==> config.mk <==
export PLATFORM = sky130hd
export DESIGN_NAME = pll_lock_supervisor
export DESIGN_NICKNAME = d
export VERILOG_FILES = /design/src/rtl/pll_sup_pkg.sv /design/src/rtl/sync_2ff.sv /design/src/rtl/pll_lock_supervisor.sv
export SDC_FILE = /design/constraint.sdc
export NUM_CORES = 1
export LEC_CHECK = 0
export BUFFER_PORTS_ARGS = -buffer_cell sky130_fd_sc_hd__buf_2
export CELL_PAD_IN_SITES_DETAIL_PLACEMENT = 2
export CELL_PAD_IN_SITES_GLOBAL_PLACEMENT = 2
export CORE_MARGIN = 1.5
export CORE_UTILIZATION = 35
export CTS_CLUSTER_DIAMETER = 60
export DETAILED_ROUTE_END_ITERATION = 6
export GPL_ROUTABILITY_DRIVEN = 0
export PLACE_DENSITY_LB_ADDON = 0.1
export RECOVER_POWER = 25
export SLEW_MARGIN = 20
export SYNTH_ARGS = -nofsm -noshare
export SYNTH_HDL_FRONTEND = slang
export SYNTH_HIERARCHICAL = 1
export SYNTH_SLANG_ARGS = --single-unit
==> constraint.sdc <==
create_clock -name clkin -period 3 [get_ports clkin]
set_input_delay 0.3 -clock clkin [delete_from_list [all_inputs] [get_ports clkin]]
set_output_delay 0.3 -clock clkin [all_outputs]
set_load 0.02 [all_outputs]
==> src/rtl/pll_sup_pkg.sv <==
// Shared types and widths for the PLL lock supervisor.
// State encoding, status-counter widths and a small constant helper.
package pll_sup_pkg;

    localparam int unsigned RETRY_W = 4;
    localparam int unsigned LOSS_W  = 8;

    typedef enum logic [2:0] {
        PLL_RST,
        WAIT_LOCK,
        STABLE,
        RELEASE,
        RUN,
        FAULT
    } state_e;

    function automatic int unsigned max_u(input int unsigned a, input int unsigned b);
        return (a > b) ? a : b;
    endfunction

endpackage

==> src/rtl/sync_2ff.sv <==
// Two-stage synchronizer with synchronous active-low reset to 0.
// Used for PLL LOCK here and for the per-domain reset synchronizers.
module sync_2ff #(
    parameter int unsigned Width = 1
) (
    input  logic             clk_i,
    input  logic             rst_ni,
    input  logic [Width-1:0] d_i,
    output logic [Width-1:0] q_o
);

    logic [Width-1:0] meta_q;
    logic [Width-1:0] sync_q;

    always_ff @(posedge clk_i) begin
        if (!rst_ni) begin
            meta_q <= '0;
            sync_q <= '0;
        end else begin
            meta_q <= d_i;
            sync_q <= meta_q;
        end
    end

    assign q_o = sync_q;

endmodule

==> src/rtl/pll_lock_supervisor.sv <==
// PLL bring-up sequencer: pulses PLL reset, waits for a debounced lock with bounded
// retries, then releases domain resets in ascending order. Optional LOCK_LOSS_COUNT_EN.
module pll_lock_supervisor
    import pll_sup_pkg::*;
#(
    parameter int unsigned NUM_DOMAINS         = 2,
    parameter int unsigned PLL_RST_CYCLES      = 16,
    parameter int unsigned LOCK_STABLE_CYCLES  = 4800,
    parameter int unsigned LOCK_TIMEOUT_CYCLES = 48000,
    parameter int unsigned STAGGER_CYCLES      = 64,
    parameter int unsigned MAX_RETRIES         = 3
) (
    input  logic                   clkin,
    input  logic                   reset,
    input  logic                   pll_locked,
    output logic                   pll_rst,
    output logic [NUM_DOMAINS-1:0] domain_rst_n,
    output logic                   ready,
    output logic                   fault,
    output logic [RETRY_W-1:0]     retry_count,
    output logic [LOSS_W-1:0]      lock_loss_cnt
);

    localparam int unsigned RELEASE_SPAN = STAGGER_CYCLES * (NUM_DOMAINS - 1);
    localparam int unsigned CNT_MAX = max_u(max_u(PLL_RST_CYCLES, LOCK_STABLE_CYCLES),
                                            max_u(LOCK_TIMEOUT_CYCLES, RELEASE_SPAN));
    localparam int unsigned CNT_W = $clog2(CNT_MAX + 1);

    localparam logic [CNT_W-1:0] RST_LAST     = CNT_W'(PLL_RST_CYCLES - 1);
    localparam logic [CNT_W-1:0] TIMEOUT_LAST = CNT_W'(LOCK_TIMEOUT_CYCLES - 1);
    localparam logic [CNT_W-1:0] STABLE_LAST  = CNT_W'(LOCK_STABLE_CYCLES - 1);
    localparam logic [CNT_W-1:0] RELEASE_LAST = CNT_W'(RELEASE_SPAN);

    logic locked_s;

    state_e                 state_q, state_d;
    logic [CNT_W-1:0]       cnt_q, cnt_d;
    logic                   pll_rst_q, pll_rst_d;
    logic [NUM_DOMAINS-1:0] dom_q, dom_d;
    logic                   ready_q, ready_d;
    logic                   fault_q, fault_d;
    logic [RETRY_W-1:0]     retry_q, retry_d;

    sync_2ff #(
        .Width (1)
    ) u_lock_sync (
        .clk_i  (clkin),
        .rst_ni (reset),
        .d_i    (pll_locked),
        .q_o    (locked_s)
    );

    always_comb begin
        state_d = state_q;
        cnt_d   = cnt_q + CNT_W'(1);
        dom_d   = dom_q;
        ready_d = ready_q;
        retry_d = retry_q;

        case (state_q)
            PLL_RST: begin
                if (cnt_q == RST_LAST) state_d = WAIT_LOCK;
            end
            WAIT_LOCK: begin
                if (locked_s) begin
                    state_d = STABLE;
                end else if (cnt_q == TIMEOUT_LAST) begin
                    retry_d = retry_q + RETRY_W'(1);
                    state_d = (retry_d == RETRY_W'(MAX_RETRIES)) ? FAULT : PLL_RST;
                end
            end
            STABLE: begin
                if (!locked_s) begin
                    state_d = WAIT_LOCK;
                end else if (cnt_q == STABLE_LAST) begin
                    state_d = RELEASE;
                end
            end
            RELEASE: begin
                if (!locked_s) begin
                    state_d = PLL_RST;
                end else begin
                    // Staggered release; cnt only climbs, so lower indices always go first.
                    for (int unsigned i = 0; i < NUM_DOMAINS; i++) begin
                        if (cnt_q == CNT_W'(i * STAGGER_CYCLES)) dom_d[i] = 1'b1;
                    end
                    if (cnt_q == RELEASE_LAST) begin
                        state_d = RUN;
                        ready_d = 1'b1;
                        retry_d = '0;
                    end
                end
            end
            RUN: begin
                if (!locked_s) state_d = PLL_RST;
            end
            FAULT: begin
                state_d = FAULT;
            end
            default: begin
                state_d = PLL_RST;
            end
        endcase

        if (state_d != state_q) begin
            cnt_d = '0;
        end else if (state_q == RUN || state_q == FAULT) begin
            cnt_d = cnt_q;
        end

        // Outputs are registered from the next state so they change on the transition edge.
        pll_rst_d = (state_d == PLL_RST) || (state_d == FAULT);
        fault_d   = (state_d == FAULT);
        if (pll_rst_d) begin
            dom_d   = '0;
            ready_d = 1'b0;
        end
    end

    always_ff @(posedge clkin) begin
        if (!reset) begin
            state_q   <= PLL_RST;
            cnt_q     <= '0;
            pll_rst_q <= 1'b1;
            dom_q     <= '0;
            ready_q   <= 1'b0;
            fault_q   <= 1'b0;
            retry_q   <= '0;
        end else begin
            state_q   <= state_d;
            cnt_q     <= cnt_d;
            pll_rst_q <= pll_rst_d;
            dom_q     <= dom_d;
            ready_q   <= ready_d;
            fault_q   <= fault_d;
            retry_q   <= retry_d;
        end
    end

    assign pll_rst      = pll_rst_q;
    assign domain_rst_n = dom_q;
    assign ready        = ready_q;
    assign fault        = fault_q;
    assign retry_count  = retry_q;

`ifdef LOCK_LOSS_COUNT_EN
    logic [LOSS_W-1:0] loss_q, loss_d;

    always_comb begin
        loss_d = loss_q;
        if ((state_q == RELEASE || state_q == RUN) && !locked_s && loss_q != '1) begin
            loss_d = loss_q + LOSS_W'(1);
        end
    end

    always_ff @(posedge clkin) begin
        if (!reset) begin
            loss_q <= '0;
        end else begin
            loss_q <= loss_d;
        end
    end

    assign lock_loss_cnt = loss_q;
`else
    assign lock_loss_cnt = '0;
`endif

endmodule
# Word-level counts from Yosys, hierarchy flattened
# Index checks and enable logic that the tools add are counted.
# op_classes
add_sub_neg	2
eq_ne	16
n_mux	15
bitwise_logic	1
reduce_logical	11
# ops
op	count
3-bit two-way mux	9
3-bit one-hot mux with 6 select lines	1
16-bit by 1-bit adder with 16-bit output (second input constant)	1
16-bit by 13-bit == test with 1-bit output (second input constant)	1
16-bit == test (second input constant)	1
16-bit by 4-bit == test with 1-bit output (second input constant)	1
16-bit by 7-bit == test with 1-bit output (second input constant)	1
16-bit logical NOT	1
4-bit two-way mux	4
3-bit == test (second input constant)	3
4-bit one-hot mux with 2 select lines	1
3-bit by 2-bit == test with 1-bit output (second input constant)	2
3-bit logical NOT	2
2-bit inequality test (second input constant)	3
3-bit AND reduction	2
5-bit AND reduction	1
4-bit by 1-bit adder with 4-bit output (second input constant)	1
4-bit by 2-bit == test with 1-bit output (second input constant)	1
2-bit OR reduction	2
3-bit by 1-bit == test with 1-bit output (second input constant)	1
3-bit inequality test	1
1-bit logical OR	2
2-bit by 1-bit inequality test with 1-bit output (second input constant)	1
2-bit nonzero test	1
1-bit inverter	1
# word_totals
register_bits	29
in_bits	3
output_inout_bits	17
elab_cells	54

# Depth between registers and ports, before layout
# Gate-level depths: netlist of the first run.
# depth
ltp_word	9
ltp_mapped	9

# Hierarchy
# The synthesis of the first run kept the hierarchy.
# by_module_without_submodules
module	n_inst	cells_each	area_each_um2	seq_area_each_um2
pll_lock_supervisor	1	202	1704.1	540.5
sync_2ff	1	4	52.6	40.0

# Worst setup path after synthesis of the first run
# OpenSTA, ideal clock, no wires.
# synth_path
path_type	register to register
start	reg cnt_q[7]
end	reg pll_rst_q, in the netlist pll_rst
setup_time_ns	0.127
t_arrival_ns	2.370
path_slack_ns	0.503
stages_incl_launch_ff	7
path_cell_list	dfxtp_1 or4b_1 or4_4 nor4b_4 or2_4 o31a_1 or3_1
# synth_between
elab_chain_cells	6
elab_cells_between_ends	15
classes_between	eq/ne: 5; mux: 8; reduce/logical: 2
# synth_lines
element	line	source
start, declared	pll_lock_supervisor.sv:37	logic [CNT_W-1:0] cnt_q, cnt_d;
start signal, assigned	pll_lock_supervisor.sv:131	cnt_q <= cnt_d;
16-bit by 7-bit == test with 1-bit output, or another cell as far along	pll_lock_supervisor.sv:87	if (cnt_q == RELEASE_LAST) begin
3-bit two-way mux, on equally long branches	pll_lock_supervisor.sv:87, pll_lock_supervisor.sv:67, pll_lock_supervisor.sv:75	
3-bit two-way mux, on equally long branches	pll_lock_supervisor.sv:80, pll_lock_supervisor.sv:65, pll_lock_supervisor.sv:73	
3-bit one-hot mux with 6 select lines *	pll_lock_supervisor.sv:60	case (state_q)
3-bit == test / 3-bit logical NOT (equally long branches)	pll_lock_supervisor.sv:112	pll_rst_d = (state_d == PLL_RST) || (state_d == FAULT);
1-bit logical OR *	pll_lock_supervisor.sv:112	
end signal, assigned	pll_lock_supervisor.sv:132	pll_rst_q <= pll_rst_d;
end, declared	pll_lock_supervisor.sv:38	logic pll_rst_q, pll_rst_d;
# Every way passes the cells marked *; elsewhere a longest branch is shown, timed or not.
# A chain may end at the register's enable or synchronous reset.

# Final worst setup path of the first run
# layout_path
start	reg cnt_q[7]
end	reg cnt_q[8]
# layout_between
elab_chain_cells	6
elab_cells_between_ends	15
classes_between	add/sub: 1; eq/ne: 5; mux: 8; reduce/logical: 1
# layout_lines
element	line	source
16-bit by 7-bit == test with 1-bit output, or another cell as far along	pll_lock_supervisor.sv:87	
3-bit two-way mux, on equally long branches	pll_lock_supervisor.sv:87, pll_lock_supervisor.sv:67, pll_lock_supervisor.sv:75	
3-bit two-way mux, on equally long branches	pll_lock_supervisor.sv:80, pll_lock_supervisor.sv:65, pll_lock_supervisor.sv:73	
3-bit one-hot mux with 6 select lines	pll_lock_supervisor.sv:60	
3-bit inequality test	pll_lock_supervisor.sv:105	if (state_d != state_q) begin
2-bit OR reduction (no source line)	-	
# Parallel ways exist; a longest one is shown, timed or not.

==> results.rst, run 1 <==
.. list-table::
   :header-rows: 1

   * - Metric
     - Value
   * - Run status
     - finished, final reports clean
   * - Cell at the root of the clock tree
     - clkbuf_8
   * - Total length of routed wires
     - between 4000 and 5000 um
   * - Post-Place Cells
     - 277
   * - Number of antenna violations at the first check in global routing
     - 0
   * - WP data required
     - between 3 and 4 ns
   * - Share of power burned in combinational logic
     - under 10%
   * - Count of clock tree sinks
     - 29
   * - Commonest cells after routing, fill and taps aside
     - dfxtp_1 (29), nor2_1 (25), nand2_1 (14)
   * - HPWL after detailed placement
     - about 3600 um
   * - Class of the tightest hold or removal check
     - in2reg
   * - Synthesized instance count
     - 206
   * - Type of the worst setup path
     - reg2reg
   * - Share of power burned in registers
     - approximately half
   * - Power per cell area
     - ~410 mW/mm^2
   * - Ant. Diodes
     - 0
   * - Worst Hold Depth
     - 2
   * - Cell Int Power
     - a little over 600 uW
   * - Final cell utilization of the core
     - 40.2%
   * - Average detailed-routed wire length per instance
     - about 17 um
   * - Endpoint of the worst-slack reg-to-reg timing path
     - cnt_q[8]
   * - Fraction of synthesized cell area taken by the top area cell type
     - between 30% and 40%
   * - Number of global-route vias before repair
     - approximately 1600
   * - Fin Hold WS
     - about 0.23 ns
   * - Element type at the critical path end
     - register
   * - Number of flops mapped to enable cells by yosys
     - 0
   * - X dimension of the die
     - ~74 um
   * - Setup repair bufs after CTS
     - 0
   * - Max-cap violation count
     - 0
   * - Final clock skew
     - about 0.0036 ns
   * - Source-to-sink clock delay at the later pin of the worst-skew pair
     - approximately 0.28 ns
   * - Total Nets Final
     - 224
   * - Pleak
     - 0.621 nW
   * - Critical hold path startpoint
     - pll_locked
   * - Ratio of final minimum period to clock period
     - between 90 and 100%
   * - GRT Total Usage
     - between 20 and 25%
   * - Final setup violation count
     - 0
   * - Net Sw Frac
     - 23.7%
   * - Yosys reg bits
     - 29
   * - Post-route antenna net violation count
     - 0
   * - Detailed Route Iter0 Violations
     - 53
   * - Std-Cell Rows
     - 25
   * - Initial core utilization
     - 36.7%
   * - Number of distinct library cells after synthesis
     - between 50 and 60
   * - Overall via count from detail_route
     - about 1500
   * - Clock period minus worst slack
     - 2.78 ns
   * - Net switching component of the power
     - about 190 uW
   * - WHS Endpoint
     - u_lock_sync/meta_q
   * - Top post-synthesis cells by area
     - dfxtp_1 (33%), nor2_1 (5.3%), nor4_2 (5.0%)
   * - Yosys Warn Count
     - 6
   * - Average cell area after synthesis
     - approximately 8.5 sq um
   * - P&R area growth vs syn
     - 9.54%
   * - Total count of hold-check failures in the final report
     - 0
   * - Number of instances resized during post-cts repair
     - 0
   * - CTS tree
     - done
   * - Number of max-slew violations in the final report
     - 0
   * - First-pass GRT wire length
     - around 8200 um
   * - Clk buf depth
     - 2
   * - Share of cells above drive strength 1
     - 14.7%
   * - Die outline height
     - 73.8 um
   * - Clock Pin Slew Worst Setup and Hold Paths
     - approximately 0.070 ns
   * - Clock network power share
     - 45.4%
   * - DR pass1 iterations
     - 4
   * - Data arrival time at the worst-slack endpoint
     - between 2 and 3 ns
   * - Count of unresolved DRC violations after routing
     - 0
   * - H-tree depth
     - 2
   * - Remaining max-slew budget at the tightest pin
     - 47.4%
   * - Achievable Freq
     - between 300 and 400 MHz
   * - Largest driver fanout on the critical path
     - 13
   * - Area of the mapped netlist
     - 0.00176 sq mm
   * - Launch point of the worst reg-to-reg path
     - cnt_q[7]
   * - Cell type with the largest total area after synthesis
     - dfxtp_1
   * - Portion of the post-synthesis area used by sequential elements
     - between 30 and 40%
   * - Final Power
     - 797 uW
   * - Total CTS buffers
     - 5
   * - Worst setup SP type
     - register
   * - Total of hold buffers inserted after clock tree synthesis
     - 0
   * - Overall die area
     - roughly 0.0055 sq mm
   * - Final std cells w/o fill
     - approximately 290
   * - Minimum setup slack among reg-to-reg paths
     - about 0.22 ns
   * - Transition time at the pin with the least slew margin
     - between 0.7 and 0.8 ns
   * - Count of buffers from port buffering
     - 11
   * - Share of synthesized flip-flops with an asynchronous set or reset
     - 0%
   * - Flip-flop cell with the highest count after synthesis
     - dfxtp_1
   * - Worst Reg-to-Reg Cells
     - 6
   * - Worst-case vdd ir drop
     - 0.000224 V
   * - Core region area
     - roughly 0.0048 sq mm
   * - Fin Setup TNS
     - 0 ns
   * - Remaining global-route overflow
     - 0
   * - RSZ-0062 raised after global routing
     - no
   * - Ports placed on the boundary
     - 20
   * - Via/cell ratio
     - 5.38
   * - Most frequent standard cell in the layout excluding fill and tap cells
     - dfxtp_1
   * - Largest net degree at the start of global routing
     - 17
-- logic make-up after synthesis --
kind of cell               share of synthesized area [%]
AOI/OAI and AO/OA                                   10.3
xor gates and xnor gates                            6.98
adders and majority gates                           2.85
buffers and inverters                               8.26
DFF                                                 33.0
other                                              0.213
and+or+nand+nor                                     38.3
-- stage by stage --
stage	setup WS, ns	cell area [sq um]
global route	0.0504	1920
detailed placement	0.211	1830
global placement	0.305	1830
floorplan	0.503	1780
finish	0.222	1920
CTS	0.187	1930
-- layout make-up --
type	instances	area (sq um)
fill	570	2860
multi-input combinational	158	1060
sequential	29	581
clock buffer	7	96.3
tap	67	83.8
timing repair buffer	14	67.6
inverter	9	33.8
clock inverter	1	5.00
-- per-layer routing --
metal / part of all wire (%) / track usage (%) / wire, um
met5: 0 / 0 / 0
met4: 1.1 / 5.97 / 55
met3: 2.3 / 4.25 / 110
met2: 52 / 36.7 / 2530
met1: 44 / 23.3 / 2140
-- how the worst max path moves through the flow --
stage / endpoint / cells past startpoint / slack [ns] / start
after global placement: cnt_q[3] / 6 / 0.31 / cnt_q[7]
after floorplan: pll_rst / 6 / 0.50 / cnt_q[7]
after CTS: cnt_q[8] / 6 / 0.19 / cnt_q[7]
final: cnt_q[8] / 6 / 0.22 / cnt_q[7]
after detailed placement: cnt_q[8] / 6 / 0.21 / cnt_q[7]
after global routing: cnt_q[15] / 6 / 0.05 / cnt_q[7]
-- synth_stat cells, types with 2 or more instances --
| master | number |
|---|---|
| dfxtp_1 | 29 |
| nor2_1 | 25 |
| nand2_1 | 14 |
| buf_4 | 10 |
| nand4_1 | 10 |
| xnor2_1 | 10 |
| inv_1 | 9 |
| a21oi_1 | 7 |
| nand3_1 | 7 |
| nor4_2 | 7 |
| nor3_1 | 6 |
| o21ai_0 | 6 |
| and2_1 | 5 |
| nor4_1 | 5 |
| clkbuf_1 | 4 |
| ha_1 | 4 |
| xor2_1 | 4 |
| a211oi_1 | 2 |
| and4b_1 | 2 |
| buf_2 | 2 |
| nand2b_1 | 2 |
| nand4b_1 | 2 |
| nor2b_1 | 2 |
| nor3b_1 | 2 |
| nor4_4 | 2 |
| or2_2 | 2 |
| or3_1 | 2 |
-- power by group through the flow --
stage	clock (mW)	combinational, mW	sequential, mW
after global routing	0.390	0.0427	0.398
after global placement	0	0.0353	0.405
after CTS	0.372	0.0386	0.397
after floorplan	0	0.0372	0.403
final	0.362	0.0382	0.397
after detailed placement	0	0.0376	0.406
-- sequential cells by signal (all words and copies together), names as in the netlist --
register,cells
cnt_q,16
domain_rst_n,1
fault,1
pll_rst,1
ready,1
retry_count,4
state_q,3
u_lock_sync/meta_q,1
u_lock_sync/q_o,1
-- worst max-delay path: stages, from the launching register on --
cell and delay [ns]:
dfxtp_1 0.35, or4b_1 0.53, or4_4 0.58, nor4b_4 0.16
or2_4 0.29, o21ba_1 0.43, nor4_2 0.35
(Power assumes the default switching activity.)
==> run 2, diff against run 1 <==
--- a/config.mk
+++ b/config.mk
@@ -8,11 +8,13 @@
 export BUFFER_PORTS_ARGS = -buffer_cell sky130_fd_sc_hd__buf_2
 export CELL_PAD_IN_SITES_DETAIL_PLACEMENT = 2
 export CELL_PAD_IN_SITES_GLOBAL_PLACEMENT = 2
+export CORE_ASPECT_RATIO = 0.7
 export CORE_MARGIN = 1.5
 export CORE_UTILIZATION = 35
 export CTS_CLUSTER_DIAMETER = 60
 export DETAILED_ROUTE_END_ITERATION = 6
 export GPL_ROUTABILITY_DRIVEN = 0
+export MAX_ROUTING_LAYER = met4
 export PLACE_DENSITY_LB_ADDON = 0.1
 export RECOVER_POWER = 25
 export SLEW_MARGIN = 20
==> results.rst, run 2 (synthesis gave the netlist of run 1 again) <==
.. list-table::
   :header-rows: 1

   * - Metric
     - Value
   * - Commonest cells after routing, fill and taps aside
     - dfxtp_1 (29), nor2_1 (25), nand2_1 (14)
   * - Initial core utilization
     - 36.5% (-0.17 points)
   * - Fin Hold WS
     - 0.212 ns (-0.0155 ns)
   * - Final clock skew
     - 0.00807 ns (+0.00443 ns)
   * - Post-route antenna net violation count
     - 0 (unchanged)
   * - Most frequent standard cell in the layout excluding fill and tap cells
     - dfxtp_1
   * - Source-to-sink clock delay at the later pin of the worst-skew pair
     - 0.29 ns (about the same)
   * - Share of cells above drive strength 1
     - 14.6% (-0.067 points)
   * - Transition time at the pin with the least slew margin
     - 0.737 ns (-0.0409 ns)
   * - Clock Pin Slew Worst Setup and Hold Paths
     - 0.07 ns (about the same)
   * - Worst setup SP type
     - register
   * - Number of instances resized during post-cts repair
     - 0 (unchanged)
   * - Sum of routed wire segments on met1
     - 2670 um (+24%)
   * - WP data required
     - 3.19 ns (about the same)
   * - X dimension of the die
     - 87.7 um (+19%)
   * - Met2 wire len
     - 2290 um (-9.5%)
   * - Count of unresolved DRC violations after routing
     - 0 (unchanged)
   * - Type of the worst setup path
     - reg2reg
   * - Class of the tightest hold or removal check
     - in2reg
   * - First-pass GRT wire length
     - 9030 um (+9.7%)
   * - Top metal layer carrying routed signals
     - met4
   * - Total count of hold-check failures in the final report
     - 0 (unchanged)
   * - Power per cell area
     - 442 mW/mm^2 (+6.7%)
   * - HPWL after detailed placement
     - 3820 um (+6.9%)
   * - Std-Cell Rows
     - 21 (-16%)
   * - Pleak
     - 0.628 nW (+1.2%)
   * - Clock period minus worst slack
     - 2.78 ns (-0.00254 ns)
   * - GRT Total Usage
     - 22.3% (+2.2 points)
   * - Layout Cell Area excl Fill
     - 0.00195 sq mm (+1.3%)
   * - Share of power burned in combinational logic
     - 4.4% (-0.4 points)
   * - Net Sw Frac
     - 22.1% (-1.6 points)
   * - Final Power
     - 862 uW (+8.1%)
   * - RSZ-0062 raised after global routing
     - no
   * - Largest net degree at the start of global routing
     - 17 (unchanged)
   * - Final setup violation count
     - 0 (unchanged)
   * - Remaining global-route overflow
     - 0 (unchanged)
   * - Cell Int Power
     - 671 uW (+10%)
   * - Clock network power share
     - 49.5% (+4.1 points)
   * - Setup repair bufs after CTS
     - 0 (unchanged)
   * - Number of global-route vias before repair
     - 1708 (+3.6%)
   * - Core region area
     - 0.00481 sq mm (+0.47%)
   * - Count of buffers from port buffering
     - 11 (unchanged)
   * - Detailed Route Iter0 Violations
     - 88 (+66%)
   * - Flip-flop count of the largest register after layout
     - 16 (unchanged)
   * - Total length of routed wires
     - 5150 um (+6.5%)
   * - Remaining max-slew budget at the tightest pin
     - 50.2% (+2.8 points)
   * - Run status
     - finished, final reports clean
   * - Overall via count from detail_route
     - 1543 (+0.72%)
   * - Die outline height
     - 62.3 um (-16%)
   * - P&R area growth vs syn
     - 11.0%
   * - Via/cell ratio
     - 5.36 (-0.33%)
   * - Number of max-slew violations in the final report
     - 0 (unchanged)
   * - Average detailed-routed wire length per instance
     - 17.9 um (+5.3%)
   * - Largest driver fanout on the critical path
     - 13 (unchanged)
   * - Total Nets Final
     - 225 (+0.45%)
   * - Ports placed on the boundary
     - 20 (unchanged)
   * - DR pass1 iterations
     - 4 (unchanged)
   * - Overall die area
     - 0.00546 sq mm (+0.13%)
   * - Cell at the root of the clock tree
     - clkbuf_8
   * - Worst-case vdd ir drop
     - 0.000204 V (-9.1%)
   * - Share of power burned in registers
     - 46.1% (-3.7 points)
   * - Register bank with the most flops
     - cnt_q
   * - Number of antenna violations at the first check in global routing
     - 0 (unchanged)
   * - Fin Setup TNS
     - 0 ns (unchanged)
   * - Total of hold buffers inserted after clock tree synthesis
     - 0 (unchanged)
   * - Data arrival time at the worst-slack endpoint
     - 2.96 ns (about the same)
   * - Max-cap violation count
     - 0 (unchanged)
   * - Clk buf depth
     - 2 (unchanged)
   * - Achievable Freq
     - 360 MHz (about the same)
   * - Ratio of final minimum period to clock period
     - 92.5% (about the same)
   * - Ant. Diodes
     - 0 (unchanged)
   * - Net switching component of the power
     - 191 uW (+0.89%)
   * - Element type at the critical path end
     - register
   * - Count of clock tree sinks
     - 29 (unchanged)
   * - H-tree depth
     - 2 (unchanged)
   * - Detailed-routed wire length on met3
     - 145 um (+32%)
   * - Placed inst area
     - 0.00184 sq mm (+0.55%)
   * - CTS tree
     - done
   * - Total CTS buffers
     - 5 (unchanged)
run 2: changes by cell type in the layout (fill, tap and decap cells not counted):
| cell | change |
|---|---|
| clkinv_2 | -1 |
| buf_4 | +1 |
| and2_1 | -1 |
| and2_0 | +1 |
| clkbuf_8 | -1 |
| bufinv_16 | +1 |
| clkbuf_1 | +1 |
run 2: layout make-up:
cell class	instances	area [sq um]
well taps	69	86.3
clock inverters	1	30.0
flip-flops and latches	29	581
multi-input cells	158	1060
repair buffers	15	75.1
clock buffers	7	86.3
fillers	573	2860
inverters	9	33.8
run 2: per-stage QoR:
stage / worst slack, ns / std cells / utilization (%)
3_3_place_gp: 0.325 / 280 / 38.3
5_1_grt: 0.0566 / 288 / 40.5
6_report: 0.225 / 288 / 40.5
3_5_place_dp: 0.249 / 280 / 38.3
2_1_floorplan: 0.503 / 213 / -
4_1_cts: 0.220 / 288 / 40.7
run 2: final timing paths:
kind,startpoint,endpoint,cells after the start,slack (ns)
hold / removal,pll_locked,u_lock_sync/meta_q,2,0.21
setup / recovery,cnt_q[7],cnt_q[15],6,0.22
hold reg to reg,u_lock_sync/meta_q,u_lock_sync/q_o,1,0.44
setup reg to reg,cnt_q[7],cnt_q[15],6,0.22
run 2: worst max-delay path, stage by stage (launching register included):
cell and delay, ns:
dfxtp_1 0.35, or4b_1 0.52, or4_4 0.58, nor4b_4 0.16
or2_4 0.28, o21ba_1 0.41, nor4_1 0.37
run 2: metal layers:
layer / vias up / global-route usage (%)
met1: 770 / 31.6
met3: 5 / 4.39
met2: 22 / 32.2
li1: 746 / -
met4: 0 / 5.95
met5: - / -
run 2: power by group through the flow:
| stage | Combinational (mW) | Sequential (mW) | Clock (mW) |
|---|---|---|---|
| CTS | 0.0378 | 0.397 | 0.439 |
| floorplan | 0.0372 | 0.403 | 0 |
| finish | 0.0377 | 0.398 | 0.427 |
| detailed placement | 0.0375 | 0.406 | 0 |
| global placement | 0.0358 | 0.405 | 0 |
| global route | 0.0425 | 0.399 | 0.455 |
